File: src/rtl/json_root_scanner.sv
// json_root_scanner: byte-serial scanner that classifies the single root
// value of a JSON text (literal, number or string), measures its token
// length and reports one result per text with a valid/ready handshake.
module json_root_scanner (
   input  logic        clk,
   input  logic        rst,
   input  logic        in_valid,
   output logic        in_ready,
   input  logic [7:0]  in_data,
   input  logic        in_last,
   output logic        out_valid,
   input  logic        out_ready,
   output logic [2:0]  out_status,
   output logic [2:0]  out_type,
   output logic [15:0] out_len
);

   typedef enum logic [3:0] {
      WS_LEAD, LIT, NUM, STR, STR_ESC, STR_HEX, WS_TRAIL, DRAIN, REPORT
   } state_t;

   // Number grammar positions; ZERO, INT, FRAC and EXP_DIG are accepting.
   typedef enum logic [2:0] {
      N_SIGN, N_ZERO, N_INT, N_DOT, N_FRAC, N_EXP, N_EXP_SIGN, N_EXP_DIG
   } num_t;

   localparam logic [2:0] ST_OK      = 3'd0;
   localparam logic [2:0] ST_INVALID = 3'd1;
   localparam logic [2:0] ST_MISS_Q  = 3'd2;
   localparam logic [2:0] ST_NOT_SNG = 3'd3;
   localparam logic [2:0] ST_NO_VAL  = 3'd4;

   localparam logic [2:0] TY_NONE   = 3'd0;
   localparam logic [2:0] TY_NUMBER = 3'd4;
   localparam logic [2:0] TY_STRING = 3'd5;

   // Literal kinds: 0 null, 1 true, 2 false.
   function automatic logic [7:0] f_lit_char(input logic [1:0] kind, input logic [2:0] idx);
      logic [7:0] c;
      c = 8'h00;
      case ({kind, idx})
         {2'd0, 3'd1}: c = "u";
         {2'd0, 3'd2}: c = "l";
         {2'd0, 3'd3}: c = "l";
         {2'd1, 3'd1}: c = "r";
         {2'd1, 3'd2}: c = "u";
         {2'd1, 3'd3}: c = "e";
         {2'd2, 3'd1}: c = "a";
         {2'd2, 3'd2}: c = "l";
         {2'd2, 3'd3}: c = "s";
         {2'd2, 3'd4}: c = "e";
         default:      c = 8'h00;
      endcase
      return c;
   endfunction

   state_t      r_state, w_next_state, w_byte_state;
   num_t        r_num_sub, w_num_sub_n;
   logic [1:0]  r_lit_kind, w_lit_kind_n;
   logic [2:0]  r_lit_idx, w_lit_idx_n;
   logic [1:0]  r_hex_cnt, w_hex_cnt_n;
   logic [2:0]  r_err, w_byte_err;
   logic [2:0]  r_type, w_byte_type;
   logic [15:0] r_len, w_len_n;
   logic [2:0]  r_out_status, r_out_type, w_fin_status, w_fin_type;
   logic [15:0] r_out_len;
   logic        w_count, w_accept;
   logic        w_is_ws, w_is_digit, w_is_hex, w_is_exp, w_num_acc;

   assign w_is_ws    = (in_data == 8'h20) || (in_data == 8'h09) ||
                       (in_data == 8'h0A) || (in_data == 8'h0D);
   assign w_is_digit = (in_data >= "0") && (in_data <= "9");
   assign w_is_hex   = w_is_digit || ((in_data >= "a") && (in_data <= "f")) ||
                       ((in_data >= "A") && (in_data <= "F"));
   assign w_is_exp   = (in_data == "e") || (in_data == "E");
   assign w_num_acc  = (w_num_sub_n == N_ZERO) || (w_num_sub_n == N_INT) ||
                       (w_num_sub_n == N_FRAC) || (w_num_sub_n == N_EXP_DIG);
   assign w_accept   = in_valid && in_ready;
   assign w_len_n    = (w_count && (r_len != 16'hFFFF)) ? r_len + 16'd1 : r_len;

   // Effect of the current input byte on the scan state, ignoring in_last.
   always_comb begin
      // NOTE: every comb output gets a default first so no path infers a latch.
      w_byte_state = r_state;
      w_byte_err   = ST_OK;
      w_byte_type  = r_type;
      w_count      = 1'b0;
      w_lit_kind_n = r_lit_kind;
      w_lit_idx_n  = r_lit_idx;
      w_num_sub_n  = r_num_sub;
      w_hex_cnt_n  = r_hex_cnt;
      case (r_state)
         WS_LEAD: begin
            w_count = 1'b1;
            if (w_is_ws) w_count = 1'b0;
            else if (in_data == "n") begin w_byte_state = LIT; w_lit_kind_n = 2'd0; w_lit_idx_n = 3'd1; end
            else if (in_data == "t") begin w_byte_state = LIT; w_lit_kind_n = 2'd1; w_lit_idx_n = 3'd1; end
            else if (in_data == "f") begin w_byte_state = LIT; w_lit_kind_n = 2'd2; w_lit_idx_n = 3'd1; end
            else if (in_data == "-") begin w_byte_state = NUM; w_num_sub_n = N_SIGN; end
            else if (in_data == "0") begin w_byte_state = NUM; w_num_sub_n = N_ZERO; end
            else if (w_is_digit)     begin w_byte_state = NUM; w_num_sub_n = N_INT; end
            else if (in_data == "\"") w_byte_state = STR;
            else begin w_byte_err = ST_INVALID; w_count = 1'b0; end
         end
         LIT: begin
            if (in_data == f_lit_char(r_lit_kind, r_lit_idx)) begin
               w_count     = 1'b1;
               w_lit_idx_n = r_lit_idx + 3'd1;
               if (r_lit_idx == ((r_lit_kind == 2'd2) ? 3'd4 : 3'd3)) begin
                  w_byte_state = WS_TRAIL;
                  w_byte_type  = (r_lit_kind == 2'd0) ? 3'd1 : (r_lit_kind == 2'd1) ? 3'd3 : 3'd2;
               end
            end else w_byte_err = ST_INVALID;
         end
         NUM: begin
            w_count = 1'b1;
            case (r_num_sub)
               N_SIGN:     if (in_data == "0") w_num_sub_n = N_ZERO;
                           else if (w_is_digit) w_num_sub_n = N_INT;
                           else w_count = 1'b0;
               N_ZERO:     if (in_data == ".") w_num_sub_n = N_DOT;
                           else if (w_is_exp) w_num_sub_n = N_EXP;
                           else w_count = 1'b0;
               N_INT:      if (w_is_digit) w_num_sub_n = N_INT;
                           else if (in_data == ".") w_num_sub_n = N_DOT;
                           else if (w_is_exp) w_num_sub_n = N_EXP;
                           else w_count = 1'b0;
               N_DOT:      if (w_is_digit) w_num_sub_n = N_FRAC; else w_count = 1'b0;
               N_FRAC:     if (w_is_digit) w_num_sub_n = N_FRAC;
                           else if (w_is_exp) w_num_sub_n = N_EXP;
                           else w_count = 1'b0;
               N_EXP:      if ((in_data == "+") || (in_data == "-")) w_num_sub_n = N_EXP_SIGN;
                           else if (w_is_digit) w_num_sub_n = N_EXP_DIG;
                           else w_count = 1'b0;
               N_EXP_SIGN: if (w_is_digit) w_num_sub_n = N_EXP_DIG; else w_count = 1'b0;
               default:    if (w_is_digit) w_num_sub_n = N_EXP_DIG; else w_count = 1'b0;
            endcase
            // A byte that cannot extend the number is re-read as trailing text.
            if (!w_count) begin
               if (!w_num_acc) w_byte_err = ST_INVALID;
               else begin
                  w_byte_type = TY_NUMBER;
                  if (w_is_ws) w_byte_state = WS_TRAIL;
                  else w_byte_err = ST_NOT_SNG;
               end
            end
         end
         STR: begin
            w_count = 1'b1;
            if (in_data == "\"") begin w_byte_state = WS_TRAIL; w_byte_type = TY_STRING; end
            else if (in_data == "\\") w_byte_state = STR_ESC;
            else if (in_data < 8'h20) begin w_byte_err = ST_INVALID; w_count = 1'b0; end
         end
         STR_ESC: begin
            w_count = 1'b1;
            case (in_data)
               "\"", "\\", "/", "b", "f", "n", "r", "t": w_byte_state = STR;
               "u":     begin w_byte_state = STR_HEX; w_hex_cnt_n = 2'd0; end
               default: begin w_byte_err = ST_INVALID; w_count = 1'b0; end
            endcase
         end
         STR_HEX: begin
            if (w_is_hex) begin
               w_count     = 1'b1;
               w_hex_cnt_n = r_hex_cnt + 2'd1;
               if (r_hex_cnt == 2'd3) w_byte_state = STR;
            end else w_byte_err = ST_INVALID;
         end
         WS_TRAIL: if (!w_is_ws) w_byte_err = ST_NOT_SNG;
         default: ;
      endcase
      if (w_byte_err != ST_OK) w_byte_state = DRAIN;
   end

   // Final result when the current byte carries in_last.
   always_comb begin
      w_fin_status = ST_OK;
      w_fin_type   = TY_NONE;
      if (r_state == DRAIN) w_fin_status = r_err;
      else if (w_byte_err != ST_OK) w_fin_status = w_byte_err;
      else begin
         case (w_byte_state)
            WS_LEAD:                w_fin_status = ST_NO_VAL;
            STR, STR_ESC, STR_HEX:  w_fin_status = ST_MISS_Q;
            NUM: if (w_num_acc) w_fin_type = TY_NUMBER; else w_fin_status = ST_INVALID;
            WS_TRAIL:               w_fin_type = w_byte_type;
            default:                w_fin_status = ST_INVALID;
         endcase
      end
   end

   // Next-state selection around the byte and result handshakes.
   always_comb begin
      w_next_state = r_state;
      if (r_state == REPORT) begin
         if (out_ready) w_next_state = WS_LEAD;
      end else if (w_accept) begin
         w_next_state = in_last ? REPORT : w_byte_state;
      end
   end

   // State register.
   always_ff @(posedge clk or posedge rst) begin
      // NOTE: sequential state uses non-blocking assignments so every register samples pre-edge values.
      if (rst) r_state <= WS_LEAD;
      else     r_state <= w_next_state;
   end

   // Scan counters, error latch and held result registers.
   always_ff @(posedge clk or posedge rst) begin
      // NOTE: the async reset clears every datapath register so a partial text leaves no residue.
      if (rst) begin
         r_num_sub <= N_SIGN;  r_lit_kind <= 2'd0;  r_lit_idx <= 3'd0;
         r_hex_cnt <= 2'd0;    r_err <= ST_OK;      r_type <= TY_NONE;
         r_len <= 16'd0;       r_out_status <= ST_OK;
         r_out_type <= TY_NONE; r_out_len <= 16'd0;
      end else if (r_state == REPORT) begin
         if (out_ready) begin
            r_num_sub <= N_SIGN;  r_lit_kind <= 2'd0;  r_lit_idx <= 3'd0;
            r_hex_cnt <= 2'd0;    r_err <= ST_OK;      r_type <= TY_NONE;
            r_len <= 16'd0;       r_out_status <= ST_OK;
            r_out_type <= TY_NONE; r_out_len <= 16'd0;
         end
      end else if (w_accept) begin
         if (in_last) begin
            r_out_status <= w_fin_status;
            r_out_type   <= (w_fin_status == ST_OK) ? w_fin_type : TY_NONE;
            r_out_len    <= (w_fin_status == ST_OK) ? w_len_n : 16'd0;
         end else begin
            r_num_sub  <= w_num_sub_n;
            r_lit_kind <= w_lit_kind_n;
            r_lit_idx  <= w_lit_idx_n;
            r_hex_cnt  <= w_hex_cnt_n;
            r_type     <= w_byte_type;
            r_len      <= w_len_n;
            if (w_byte_err != ST_OK) r_err <= w_byte_err;
         end
      end
   end

   // Handshake outputs decoded from the state.
   always_comb begin
      in_ready   = (r_state != REPORT);
      out_valid  = (r_state == REPORT);
      out_status = r_out_status;
      out_type   = r_out_type;
      out_len    = r_out_len;
   end

endmodule
File: config.mk
export PLATFORM = sky130hd
export DESIGN_NAME = json_root_scanner
export DESIGN_NICKNAME = d
export VERILOG_FILES = /design/src/rtl/json_root_scanner.sv
export SDC_FILE = /design/constraint.sdc
export NUM_CORES = 1
export LEC_CHECK = 0
export ABC_AREA = 1
export BUFFER_PORTS_ARGS = -buffer_cell sky130_fd_sc_hd__buf_2
export CORE_ASPECT_RATIO = 1.75
export CORE_MARGIN = 10
export CORE_UTILIZATION = 30
export DETAILED_ROUTE_END_ITERATION = 10
export HOLD_SLACK_MARGIN = 0.05
export RECOVER_POWER = 100
export SLEW_MARGIN = 15
export SYNTH_ARGS = -nofsm -noshare
export SYNTH_HDL_FRONTEND = slang
export SYNTH_SLANG_ARGS = --single-unit
File: constraint.sdc
create_clock -name clk -period 2.35 [get_ports clk]
set_clock_uncertainty 0.05 [all_clocks]
set_input_delay 0.235 -clock clk [delete_from_list [all_inputs] [get_ports clk]]
set_output_delay 0.235 -clock clk [all_outputs]
set_load 0.02 [all_outputs]
Word-level counts from Yosys, hierarchy flattened. Memories as Yosys holds them, arrays and structs flattened. Index checks and enable logic that the tools add are counted.

Reduce and logical (&&, ||, !) cells: 38. Add/sub/neg operators: 3. Equal/unequal tests: 56. Magnitude comparators: 7. Div/mod/pow operators: 0. Muxes and demuxes: 151. Bitwise operators: 0. Shift-type cells: 0. Multipliers: 0.

Operator list (number): 2-to-1 mux 3 bit (51); 2-to-1 mux 16 bit (9); 2-to-1 mux 4 bit (22); == test 8 x 7 -> 1 bit, second input constant (9); == test 8 x 6 -> 1 bit, second input constant (7); 2-to-1 mux 1 bit (38); 2-to-1 mux 2 bit (18); == test 4 x 3 -> 1 bit, second input constant (7); == test 8 x 4 -> 1 bit, second input constant (3); one-hot mux 4 bit (6 select lines) (1); one-hot mux 3 bit (2 select lines) (3); one-hot mux 3 bit (6 select lines) (1); adder 16 x 1 -> 16 bit, second input constant (1); == test 4 x 2 -> 1 bit, second input constant (4); greater-or-equal comparator 8 x 7 -> 1 bit, second input constant (2); less-or-equal comparator 8 x 7 -> 1 bit, second input constant (2); inequality test 16 bit, second input constant (1); one-hot mux 2 bit (7 select lines) (1); == test 3 bit, second input constant (4); inequality test 3 bit, second input constant (4); one-hot mux 3 bit (4 select lines) (1); AND reduction 6 bit (2); logical OR 1 bit (10); == test 3 x 2 -> 1 bit, second input constant (3); other kinds (36) (51).

Flip-flop bits (word level): 58. Word-level logic and storage cells: 267. Bits in latches: 0. Memory bits (read-only): 224. Memories: 1. Bits of input ports: 13. Memory bits (writable): 0. Output and inout bits: 24.

Memory list: (name not given) (words 32, bits a word 7, read ports 1, clocked after Yosys merged registers in 0, wr ports 0, line 41) `case ({kind, idx})`.

Logic depth before layout (Yosys ltp). Gate-level depths: netlist of the first run.

Depth after elaboration: 29. Mapped depth: 27. Mapped depth without buffers: 26.

Least setup slack after synthesis of the first run. OpenSTA, ideal clock, no wires.

Path type: register to register. Start point: register r_lit_idx[0]. End point: register r_out_len[0] (netlist: out_len[0]). Data required time: 2.183 ns. Data arrival time: 2.428 ns. Cell stages (with the launch flop): 27. Library setup time: 0.117 ns. Setup slack: -0.244 ns. Path through: dfrtp_1 -> inv_1 -> ha_1 -> inv_1 -> nand2_1 -> nand2_1 -> a21oi_1 -> nand2_1 -> nand2_1 -> inv_1 -> nand2_1 -> nor2_2 -> nand2_1 -> nand2_1 -> nand2_1 -> inv_1 -> nand3_1 -> inv_1 -> nand2_1 -> nor2_4 -> nor2_1 -> nand2_1 -> nand2_1 -> nand2_4 -> buf_8 -> nand3_2 -> nand2_1.

Cells in the longest elaborated chain, start to end: 17. Elaborated cells between the ends (all ways): 30. Those cells by class: eq/ne (7); mux (17); reduce/logical (5); memory (1).

RTL lines: start: declaration (line 60) `logic [2:0] r_lit_idx, w_lit_idx_n;`; start signal: assignment (line 232) `r_lit_idx <= w_lit_idx_n;`; memory (32 x 7 bit); 2-to-1 mux 8 bit (line 92) `case (r_state)`; == test 8 bit (line 106) `if (in_data == f_lit_char(r_lit_kind, r_lit_idx)) begin`; 2-to-1 mux 1 bit (line 106); one-hot mux 2 bit (7 select lines) (line 92); nonzero test 3 bit (line 172, 180); 2-to-1 mux 4 bit (line 172) `if (w_byte_err != ST_OK) w_byte_state = DRAIN;`; == test 4 x 2 -> 1 bit or == test 4 x 3 -> 1 bit (tied branches) (line 182) `case (w_byte_state)`; OR reduction 3 bit (line 182); one-hot mux 3 bit (4 select lines) (line 182); 2-to-1 mux 3 bit (line 180) `else if (w_byte_err != ST_OK) w_fin_status = w_byte_err;`; 2-to-1 mux 3 bit (line 179) `if (r_state == DRAIN) w_fin_status = r_err;`; logical NOT 3 bit (line 228) `r_out_len <= (w_fin_status == ST_OK) ? w_len_n : 16'd0;`; 2-to-1 mux 16 bit * (line 228); 2-to-1 mux 16 bit * (line 225) `if (in_last) begin`; 2-to-1 mux 16 bit * (line 224) `end else if (w_accept) begin`; 2-to-1 mux 16 bit * (line 217) `end else if (r_state == REPORT) begin`; end signal: assignment (line 228); end: declaration (line 66) `logic [15:0] r_out_len;`.

Mark *: on every way between the ends. The rest lies on a longest branch, timed or not. The select of a mux whose other input is x is not followed. A chain may end at the register's enable or synchronous reset.

Worst setup path after layout of the first run.
Start point: register r_lit_idx[0]. End point: register r_out_len[2] (netlist: out_len[2]).

The elaborated chain is that of the path after synthesis.

==> results of run 1 <==
==> metal layers <==
layer / share of wire [%] / wire length, um
met3: 2.1 / 333
met1: 37 / 5900
met4: 3.9 / 625
met2: 57 / 9280
met5: 0 / 0
==> through the flow <==
| stage | util, % | setup slack, ns | instance area [um^2] | instances | TNS (ns) |
|---|---|---|---|---|---|
| floorplan | - | -0.176 | 4660 | 702 | -2.59 |
| global route | 46.7 | -0.773 | 6960 | 1099 | -26.77 |
| CTS | 46.0 | -0.500 | 6860 | 1096 | -14.19 |
| finish | 46.7 | -0.562 | 6960 | 1099 | -16.09 |
| global placement | 41.8 | -0.546 | 6240 | 1069 | -17.35 |
| detailed placement | 41.8 | -0.588 | 6240 | 1069 | -18.42 |
==> flip-flops by register name, summed over array words and instances (netlist names) <==
| register | cells |
|---|---|
| r_len | 16 |
| r_hex_cnt | 2 |
| r_num_sub | 3 |
| r_err | 2 |
| out_type | 3 |
| r_lit_idx | 3 |
| out_len | 16 |
| r_lit_kind | 2 |
| r_state | 4 |
| out_status | 3 |
| r_type | 3 |
==> cell usage in the layout (no fill, tap or decap), types with 9 or more instances in the layout <==
cell         n
nand2_1    198
buf_4      170
nor2_1      68
inv_1       57
dfrtp_1     55
nand3_1     51
nand3_2     26
nand2_2     23
clkbuf_1    23
inv_2       21
o21ai_0     21
o21ai_1     20
nand4_1     16
buf_2       14
nor2_4      13
a21oi_1     11
nor2_2      10
o211ai_1    10
nor3_1       9
clkbuf_16    9
==> report_power, final <==
part	internal [mW]	total [mW]	leakage [nW]	switching (mW)
logic	2.19	5.29	2.52	3.10
registers	1.16	1.31	0.778	0.151
clock network	0.954	1.41	0.159	0.461
==> path summary, 6_finish.rpt <==
| check | startpoint | to | slack (ns) | depth (start not counted) |
|---|---|---|---|---|
| setup / recovery | r_lit_idx[0] | out_len[2] | -0.56 | 21 |
| hold / removal | in_valid | r_state[2] | 0.1 | 2 |
| setup reg to reg | r_lit_idx[0] | out_len[2] | -0.56 | 21 |
| hold reg to reg | r_hex_cnt[1] | r_hex_cnt[1] | 0.43 | 2 |
| max in group asynchronous | rst | r_lit_idx[0] | 0.90 | 3 |
| min in group asynchronous | rst | r_lit_idx[2] | 0.35 | 3 |
==> logic make-up (layout without fill, tap and decap cells) <==
group,count (synthesis),after routing,synth area share (%)
simple gates,434,436,43.9
compound gates,98,98,13.0
flops,57,57,31.1
xor+xnor,5,5,0.955
fa+ha+maj,8,8,2.18
buf+inv,100,312,8.82
==> layout make-up <==
cell class                 instances  area (um^2)  area share, %
clock inverter                     5         78.8           1.13
inverter                          84          325           4.67
timing repair buffer             212         1510           21.7
clock buffer                      11          243           3.49
tap                              183          229           3.29
multi-input combinational        547         3150           45.2
sequential                        57         1430           20.5
==> timing repair <==
action | 4_1_cts | 5_1_grt
endpoints found under the setup margin | 48 | 52
gates cloned | 2 | 0
resized for setup | 50 | 42
pin swaps | 21 | 27
buffers inserted | 9 | 3
==> worst register-to-register path, stage by stage, from the launching register on <==
cell and delay [ns]:
dfrtp_2 0.45, inv_4 0.11, ha_4 0.13, inv_2 0.04, nand2_4 0.07, nand2_4 0.06
a21oi_2 0.16, nand2_1 0.07, nand2_1 0.06, inv_1 0.04, nand2_2 0.05, nor2_2 0.05
nand4_1 0.19, nand4_1 0.16, inv_1 0.10, nand3_2 0.12, nor2_4 0.17, nand4_1 0.25
nand2_8 0.22, nand2_8 0.11, nand3_2 0.10, nand2_1 0.05
==> summary.md, run 1 <==
| Metric | Value |
|---|---|
| DP HPWL | `12400 um` |
| Failing checks | `capacitance limit, slew limit, setup timing` |
| Most used DFF post-synth | `dfrtp_1` |
| Gp weighted congestion | `between 0.9 and 1` |
| Seq/Total Area, Yosys | `31.1%` |
| Buf+Inv Stages, Crit Path | `4` |
| DIE AREA | `between 20000 and 25000 um^2` |
| Area leader, netlist | `dfrtp_1` |
| CTS buffer count | `9` |
| Max_cap viols | `1` |
| Worst path top cell family by delay | `simple AND/OR/NAND/NOR gates` |
| Met2 usage | `31.4%` |
| Met1 usage | `14.1%` |
| Syn Nets | `723` |
| VDD IR max | `798 uV` |
| Yosys warns | `0` |
| Endpoints failing setup | `52` |
| Initial antenna violation count | `0` |
| Clock Root Buffer | `clkbuf_16` |
| Core Rows | `between 50 and 60` |
| Power density over the cells | `1150 nW/um^2` |
| Overall power | `~8.0 mW` |
| CTS tree | `done` |
| Crit path kind | `flop to flop` |
| Cells after Synth | `702` |
| Via count | `5350` |
| Number of synthesized flops with an enable pin | `0` |
| CP max-delay cell | `dfrtp_2` |
| Synthesis-to-finish area growth | `51.9%` |
| Global-route usage over all layers | `around 15%` |
| H-tree depth | `3` |
| DRT iter0 DRCs | `196` |
| Hold Slack | `around 0.099 ns` |
| Post-Syn Area per Cell | `6.53 um^2` |
| Hold violation total from the final report | `0` |
| Reg clk slew, reported paths | `0.05 ns` |
| Drc violations | `0` |
| Synth Register Bits | `57` |
| Met3 Resource Use GR | `2.09%` |
| Routed len/inst | `roughly 15 um` |
| Yosys cell types | `44` |
| FMAX | `343 MHz` |
| Min Tclk post-route | `2.91 ns` |
| Maximum number of pins on one net before global-route repair | `58` |
| Layout Nets | `roughly 930` |
| Number of global-route vias before repair | `5617` |
| ANT nets after route | `0` |
| Vias per Instance | `4.87` |
| Slowest Stage Delay on Critical Path | `around 0.45 ns` |
| Ranking of synthesized cells by area | `dfrtp_1, nand2_1, nand3_1, nor2_1, inv_1` |
| Chip height | `184 um` |
| CTS Buffer Depth | `2` |
| Post-synth top area share | `roughly 31%` |
| Setup ws final | `-0.562 ns` |
| Commonest cells post-synth | `nand2_1, nor2_1, inv_1` |
| Crit-path cells | `inv_4 -> ha_4 -> inv_2 -> nand2_4 -> nand2_4 -> a21oi_2 -> nand2_1 -> nand2_1 -> inv_1 -> nand2_2 -> nor2_2 -> nand4_1 -> nand4_1 -> inv_1 -> nand3_2 -> nor2_4 -> nand4_1 -> nand2_8 -> nand2_8 -> nand3_2 -> nand2_1` |
| Final slew viol count | `58` |
| Layout fillers | `about 1500` |
| Post-Syn Area | `4580 um^2` |
| Cell leakage power | `about 3.5 nW` |
| Layout cells sized above 1 | `between 30% and 40%` |
| Global routing's busiest layer | `met2` |
| Setup crit start kind | `flop` |
| WL final | `~16000 um` |
| Tcrit/Tclk final | `124%` |
| RSZ-0062 raised after global routing | `true` |
| Crit end category | `flop` |
| Core Area | `14900 um^2` |
| Clock latency on the worst-skew pair | `0.33 ns` |
| Initial Utilization | `a little under a third` |
| First-pass GRT wire length | `26200 um` |
| Max FO, Critical Path | `8` |
| Number of diodes | `0` |
| Io pins | `37` |
| Status | `finished with violations` |
| Clock sinks | `57` |
| Worst EP arrival | `3.08 ns` |
| Async set-or-reset flop fraction in the synthesized netlist | `100%` |
| Worst EP required | `roughly 2.5 ns` |
| Slew HR | `-0.978%` |
| Total gr overflow | `0` |
| Top-count cell post-synth | `nand2_1` |
| Port-buffer cells | `36` |
| Die Width | `113 um` |
| CTS Hold Buffers Added | `0` |
| Measured slew at the worst slew-check pin | `1.51 ns` |
| Hold Path Class | `input pin to flop` |
| Drt pass-1 iters | `4` |
No activity file was read; power rests on OpenSTA's default activity.
==> run 2: changes to the inputs <==
--- a/config.mk
+++ b/config.mk
@@ -7,11 +7,15 @@
 export LEC_CHECK = 0
 export ABC_AREA = 1
 export BUFFER_PORTS_ARGS = -buffer_cell sky130_fd_sc_hd__buf_2
+export CELL_PAD_IN_SITES_DETAIL_PLACEMENT = 1
+export CELL_PAD_IN_SITES_GLOBAL_PLACEMENT = 1
 export CORE_ASPECT_RATIO = 1.75
 export CORE_MARGIN = 10
 export CORE_UTILIZATION = 30
 export DETAILED_ROUTE_END_ITERATION = 10
+export GPL_TIMING_DRIVEN = 0
 export HOLD_SLACK_MARGIN = 0.05
+export PLACE_DENSITY_LB_ADDON = 0.1
 export RECOVER_POWER = 100
 export SLEW_MARGIN = 15
 export SYNTH_ARGS = -nofsm -noshare
==> run 2 against run 1 <==
  * The flow finishes with violations (setup timing)
  * Non-clock buffer count is 114 lower
  * Final cell count is 11% lower
  * Wire length is 12% higher
  * Register-to-register slack worse by 0.06 ns
  * Fmax is 1.9% lower
  * Critical path depth stayed put
  * Combinational power is 11% lower
  * Largest cell class unchanged
  * Largest power group unchanged
==> summary.md, run 2 (synthesized netlist as in run 1, its figures left out) <==
| Metric | Value |
|---|---|
| Core Rows | `roughly 60` |
| Hold Path Class | `input pin to flop` |
| DP HPWL | `13900 um` |
| Vias per Instance | `approximately 5.2` |
| Maximum number of pins on one net before global-route repair | `53` |
| Routed len/inst | `18.3 um` |
| Number of diodes | `0` |
| WHS Path Cells | `2` |
| Most frequent cells in the layout | `nand2_1, nor2_1, inv_1, dfrtp_1, nand3_1` |
| Drt pass-1 iters | `4` |
| Total gr overflow | `0` |
| Min Tclk post-route | `2.97 ns` |
| Final slew viol count | `0` |
| Max_cap viols | `0` |
| Endpoints failing setup | `44` |
| WL final | `around 18000 um` |
| Power density over the cells | `1200 nW/um^2` |
| Slew HR | `between 6 and 7%` |
| Clock latency on the worst-skew pair | `0.33 ns` |
| First-pass GRT wire length | `roughly 30000 um` |
| Buf+Inv Stages, Crit Path | `3` |
| Clock power share | `19.1%` |
| Chip height | `~180 um` |
| Io pins | `37` |
| RSZ-0062 raised after global routing | `true` |
| Measured slew at the worst slew-check pin | `1.41 ns` |
| CTS buffer count | `9` |
| Crit end category | `flop` |
| Reg clk slew, reported paths | `0.06 ns` |
| Worst EP arrival | `3.19 ns` |
| Failing checks | `setup timing` |
| Crit path kind | `flop to flop` |
| VDD IR max | `1260 uV` |
| Via count | `5126` |
| Layout cells sized above 1 | `roughly 34%` |
| Crit-path cells | `inv_2 -> nor2_4 -> nand3_1 -> nand3_1 -> nand2_1 -> nand3b_1 -> nor2_2 -> nand4_1 -> buf_4 -> nand3_4 -> nor2_4 -> o211ai_1 -> nand3_1 -> nand2_1 -> nor2_1 -> nand2_1 -> nand2_2 -> nand2_4 -> buf_12 -> nand3_2 -> nand2_1` |
| Setup crit start kind | `flop` |
| Dpl cell area | `roughly 5100 um^2` |
| DRT iter0 DRCs | `134` |
| Switching Fraction | `between 40 and 50%` |
| CTS Buffer Depth | `2` |
| Gate power share | `62.6%` |
| DIE AREA | `20800 um^2` |
| Int Pwr | `3.87 mW` |
| CTS tree | `done` |
| Hold Slack | `0.141 ns` |
| Global-route usage over all layers | `17.4%` |
| Number of global-route vias before repair | `roughly 5700` |
| Max FO, Critical Path | `10` |
| Worst path top cell family by delay | `simple AND/OR/NAND/NOR gates` |
| Commonest non-fill, non-tap cell in the layout | `nand2_1` |
| ANT nets after route | `0` |
| Worst EP required | `2.57 ns` |
| Initial Utilization | `30.7%` |
| TNS Setup | `-18.22 ns` |
| Post-route cell area | `6290 um^2` |
| Hold violation total from the final report | `0` |
| Setup ws final | `-0.617 ns` |
| CP max-delay cell | `dfrtp_2` |
| Dpl ws | `-1.15 ns` |
| Clock Root Buffer | `clkbuf_16` |
| R2r worst-path depth | `21` |
| Drc violations | `0` |
| Initial antenna violation count | `0` |
| Critical path's most frequent cell | `nand2_1` |
| FMAX | `337 MHz` |
| Sequential share of power | `18.3%` |
| Layout Nets | `816` |
| Worst R2R Setup Slack | `-0.62 ns` |
| Port-buffer cells | `34` |
| Core Area | `14900 um^2` |
| Net switching component of the power | `3.68 mW` |
| Die Width | `113 um` |
| Slowest Stage Delay on Critical Path | `0.45 ns` |
| Tcrit/Tclk final | `126%` |
| Synthesis-to-finish area growth | `37.2%` |
| H-tree depth | `3` |
| CP Depth | `21` |
| Overall power | `7.55 mW` |
| Cell leakage power | `2.92 nW` |
| Gp weighted congestion | `slightly above 0.9` |
| Status | `finished with violations` |
| Clock sinks | `57` |
run 2: changes by cell type in the layout (fill, tap and decap cells not counted), sizes merged:
cell and change:
clkinv -3, inv -1, buf -123, dlygate4sd3 +1
clkbuf +7, nand2 -2, clkinvlp +4
run 2: path summary, 6_finish.rpt:
check / startpoint / to
min in group asynchronous: rst / r_hex_cnt[1]
hold reg to reg: out_len[1] / out_len[1]
setup / recovery: r_lit_kind[1] / out_len[0]
setup reg to reg: r_lit_kind[1] / out_len[0]
max in group asynchronous: rst / r_num_sub[2]
hold / removal: in_valid / r_state[2]
run 2: power by group through the flow:
stage / Sequential (mW) / Combinational, mW / Clock [mW]
after CTS: 1.38 / 4.40 / 1.46
after detailed placement: 1.38 / 3.52 / 0
final: 1.38 / 4.73 / 1.44
after global routing: 1.41 / 5.18 / 1.50
after global placement: 1.37 / 3.45 / 0
after floorplan: 1.38 / 2.48 / 0
run 2: layout make-up:
type	count	area (um^2)
buffer	16	154
clock buffer	10	239
clock inverter	5	80.1
fill	1881	8620
inverter	84	344
multi-input combinational	545	3270
sequential	57	1440
tap	183	229
timing repair buffer	82	538
run 2: worst register-to-register path: cells and delay by family, from the launching register on:
family | cells | cell delay (ns)
flops | 1 | 0.45
simple gates | 17 | 1.76
compound gates | 1 | 0.19
buf+inv | 3 | 0.46
run 2: what timing repair did:
action / 4_1_cts / 5_1_grt
setup endpoints to repair: 59 / 53
hold buffers: 1 / 0
hold endpoints to repair: 57 / 0
resized for setup: 119 / 53
setup buffers: 38 / 11
gates cloned: 1 / 0
pin swaps: 23 / 24
run 2: through the flow:
step | utilization (%) | std cells
final | 42.2 | 982
after global routing | 42.2 | 982
after CTS | 40.6 | 971
after detailed placement | 34.1 | 920
after global placement | 33.9 | 919
after floorplan | - | 702
run 2: routing by layer:
layer | GRT usage, % | up-vias | wire length [um]
li1 | - | 2495 | -
met1 | 15.8 | 2528 | 6290
met2 | 36.1 | 68 | 10700
met3 | 2.48 | 35 | 351
met4 | 7.65 | 0 | 617
met5 | 0 | - | 0
==> run 3: changes to the inputs <==
--- a/config.mk
+++ b/config.mk
@@ -5,13 +5,12 @@
 export SDC_FILE = /design/constraint.sdc
 export NUM_CORES = 1
 export LEC_CHECK = 0
-export ABC_AREA = 1
 export BUFFER_PORTS_ARGS = -buffer_cell sky130_fd_sc_hd__buf_2
 export CELL_PAD_IN_SITES_DETAIL_PLACEMENT = 1
 export CELL_PAD_IN_SITES_GLOBAL_PLACEMENT = 1
 export CORE_ASPECT_RATIO = 1.75
 export CORE_MARGIN = 10
-export CORE_UTILIZATION = 30
+export CORE_UTILIZATION = 42
 export DETAILED_ROUTE_END_ITERATION = 10
 export GPL_TIMING_DRIVEN = 0
 export HOLD_SLACK_MARGIN = 0.05
==> run 3 against run 2 <==
  * Final cell count fell by 19%
  * Wire length rose by 12%
  * First-iteration DRC count rose by 54%
  * Fmax fell by 19%
  * Via count rose by 1.1%
  * Sequential share of layout area fell by 0.071 points
  * Combinational power fell by 23%
  * Register-to-register slack got worse by 0.68 ns
  * Global-route usage rose by 5.5 points
  * The run still ends with setup timing left
  * Hold slack improved by 0.0079 ns
  * Setup slack got worse by 0.68 ns
  * Largest cell class unchanged
  * Sequential power fell by 10%
==> summary.md, run 3 <==
| Metric | Value |
|---|---|
| Initial Utilization | `43.2%` |
| Int Pwr | `~3.2 mW` |
| Routed len/inst | `roughly 25 um` |
| Clock power share | `20.2%` |
| FMAX | `274 MHz` |
| VDD IR max | `643 uV` |
| Vias per Instance | `around 6.5` |
| CTS buffer count | `9` |
| Failing checks | `setup timing` |
| Drc violations | `0` |
| Cells after Synth | `567` |
| Post-Syn Area | `4640 um^2` |
| CTS tree | `done` |
| Crit path kind | `flop to flop` |
| Dpl cell area | `roughly 5000 um^2` |
| Tcrit/Tclk final | `155%` |
| Endpoints failing setup | `50` |
| DRT iter0 DRCs | `between 200 and 250` |
| Worst EP arrival | `about 3.8 ns` |
| Top-count cell post-synth | `nand2_1` |
| Final slew viol count | `0` |
| Port-buffer cells | `35` |
| Seq/Total Area, Yosys | `30.7%` |
| Total gr overflow | `0` |
| Sequential share of power | `between 20% and 30%` |
| Yosys cell types | `83` |
| WL final | `20100 um` |
| Overall power | `6.13 mW` |
| Hold violation total from the final report | `0` |
| Slew HR | `around 19%` |
| Hold Slack | `0.149 ns` |
| ANT nets after route | `0` |
| Most used DFF post-synth | `dfrtp_1` |
| TNS Setup | `-49.29 ns` |
| Net switching component of the power | `2.90 mW` |
| Synthesis-to-finish area growth | `35.4%` |
| Clock Root Buffer | `clkbuf_16` |
| R2r worst-path depth | `15` |
| Ranking of synthesized cells by area | `dfrtp_1, nand2_1, nor2_1, o21ai_0, nand3_1` |
| Number of global-route vias before repair | `5545` |
| Syn Nets | `between 500 and 600` |
| Yosys warns | `0` |
| Reg clk slew, reported paths | `0.05 ns` |
| Io pins | `37` |
| RSZ-0062 raised after global routing | `true` |
| Async set-or-reset flop fraction in the synthesized netlist | `between 90% and 100%` |
| Min Tclk post-route | `3.64 ns` |
| Post-route cell area | `approximately 6300 um^2` |
| CTS Buffer Depth | `2` |
| Measured slew at the worst slew-check pin | `1.22 ns` |
| Setup ws final | `-1.29 ns` |
| Most frequent cells in the layout | `nand2_1, dfrtp_1, clkbuf_1, nor2_1, buf_4` |
| H-tree depth | `3` |
| Post-Syn Area per Cell | `8.19 um^2` |
| Core Area | `10800 um^2` |
| Fin util | `between 50 and 60%` |
| Number of synthesized flops with an enable pin | `0` |
| Non-Filler Instances | `793` |
| Clock sinks | `57` |
| Number of diodes | `0` |
| Power density over the cells | `975 nW/um^2` |
| Gate power share | `59.5%` |
| Core Rows | `50` |
| Cell leakage power | `2.48 nW` |
| Layout Nets | `679` |
| Crit end category | `flop` |
| Commonest cells post-synth | `nand2_1, dfrtp_1, nor2_1` |
| Via count | `around 5200` |
| Post-Place Cells | `732` |
| Global-route usage over all layers | `23.0%` |
| Setup crit start kind | `flop` |
| Max FO, Critical Path | `5` |
| DP HPWL | `~13000 um` |
| WHS Path Cells | `2` |
| Initial antenna violation count | `0` |
| Dpl ws | `-1.41 ns` |
| Post-synth top area share | `30.7%` |
| First-pass GRT wire length | `29400 um` |
| Status | `finished with violations` |
| Clock latency on the worst-skew pair | `approximately 0.33 ns` |
| Drt pass-1 iters | `4` |
| Gp weighted congestion | `0.932` |
| Synth Register Bits | `57` |
| Area leader, netlist | `dfrtp_1` |
| Commonest non-fill, non-tap cell in the layout | `nand2_1` |
| DIE AREA | `15800 um^2` |
| Layout cells sized above 1 | `33.0%` |
| Worst EP required | `2.53 ns` |
| Chip height | `159 um` |
| Die Width | `between 90 and 100 um` |
| Maximum number of pins on one net before global-route repair | `58` |
| Max_cap viols | `0` |
| Hold Path Class | `input pin to flop` |
| Switching Fraction | `47.4%` |
| Layout fillers | `~1300` |
run 3: worst max-delay path, cell delays in order, from the launching register on:
cell       delay [ns]
dfrtp_2          0.44
ha_4             0.18
ha_4             0.15
and3b_2          0.20
or3_1            0.34
a2111o_1         0.45
nor4_4           0.15
buf_6            0.16
buf_4            0.12
and3_4           0.19
a221o_1          0.18
o2111ai_2        0.20
o211ai_2         0.16
nand3b_4         0.18
buf_6            0.18
o31ai_4          0.20
run 3: layout make-up:
| class | count | area, um^2 | share of cell area, % |
|---|---|---|---|
| Inverter | 15 | 56.3 | 0.896 |
| Clock inverter | 3 | 15.0 | 0.239 |
| Buffer | 35 | 195 | 3.11 |
| Timing Repair Buffer | 82 | 611 | 9.72 |
| Multi-Input combinational cell | 458 | 3550 | 56.5 |
| Tap cell | 130 | 163 | 2.59 |
| Clock buffer | 13 | 260 | 4.14 |
| Sequential cell | 57 | 1430 | 22.8 |
run 3: path summary, 6_finish.rpt:
| kind | start | to | slack, ns |
|---|---|---|---|
| setup / recovery | r_lit_idx[1] | out_len[12] | -1.29 |
| hold / removal | in_valid | r_state[0] | 0.15 |
| setup reg to reg | r_lit_idx[1] | out_len[12] | -1.29 |
| hold reg to reg | out_len[5] | out_len[5] | 0.43 |
| max in group asynchronous | rst | r_state[2] | 0.65 |
| min in group asynchronous | rst | out_type[0] | 0.74 |
run 3: what timing repair did:
item | CTS | global route
pin swaps | 40 | 31
hold endpoints to repair | 57 | 0
gates cloned | 1 | 0
setup buffers | 31 | 17
resized for setup | 123 | 44
setup endpoints to repair | 58 | 58
hold buffers | 1 | 0
run 3: logic make-up (layout without fill, tap and decap cells):
| group | after synthesis | count (layout) | synth area share [%] |
|---|---|---|---|
| adders and majority gates | 8 | 8 | 2.16 |
| xor gates and xnor gates | 18 | 18 | 3.40 |
| muxes | 12 | 12 | 2.64 |
| buffers and inverters | 52 | 148 | 4.74 |
| DFF | 57 | 57 | 30.7 |
| AOI/OAI and AO/OA | 162 | 162 | 25.6 |
| and+or+nand+nor | 258 | 258 | 30.7 |
run 3: power groups by stage:
stage	clock network, mW	registers [mW]	logic [mW]
finish	1.24	1.24	3.64
global route	1.29	1.25	3.84
CTS	1.22	1.22	3.26
detailed placement	0	1.21	2.44
global placement	0	1.20	2.38
floorplan	0	1.21	1.67
run 3: layer usage:
layer  up-vias  routed length (um)  part of all wire (%)  track usage, %
met1      2586                6740                    34            21.7
met2       212               11200                    56            42.1
met5         -                   0                     0               0
li1       2289                   -                     -               -
met4         0                1380                   6.9            17.2
met3        94                 791                   3.9            3.73
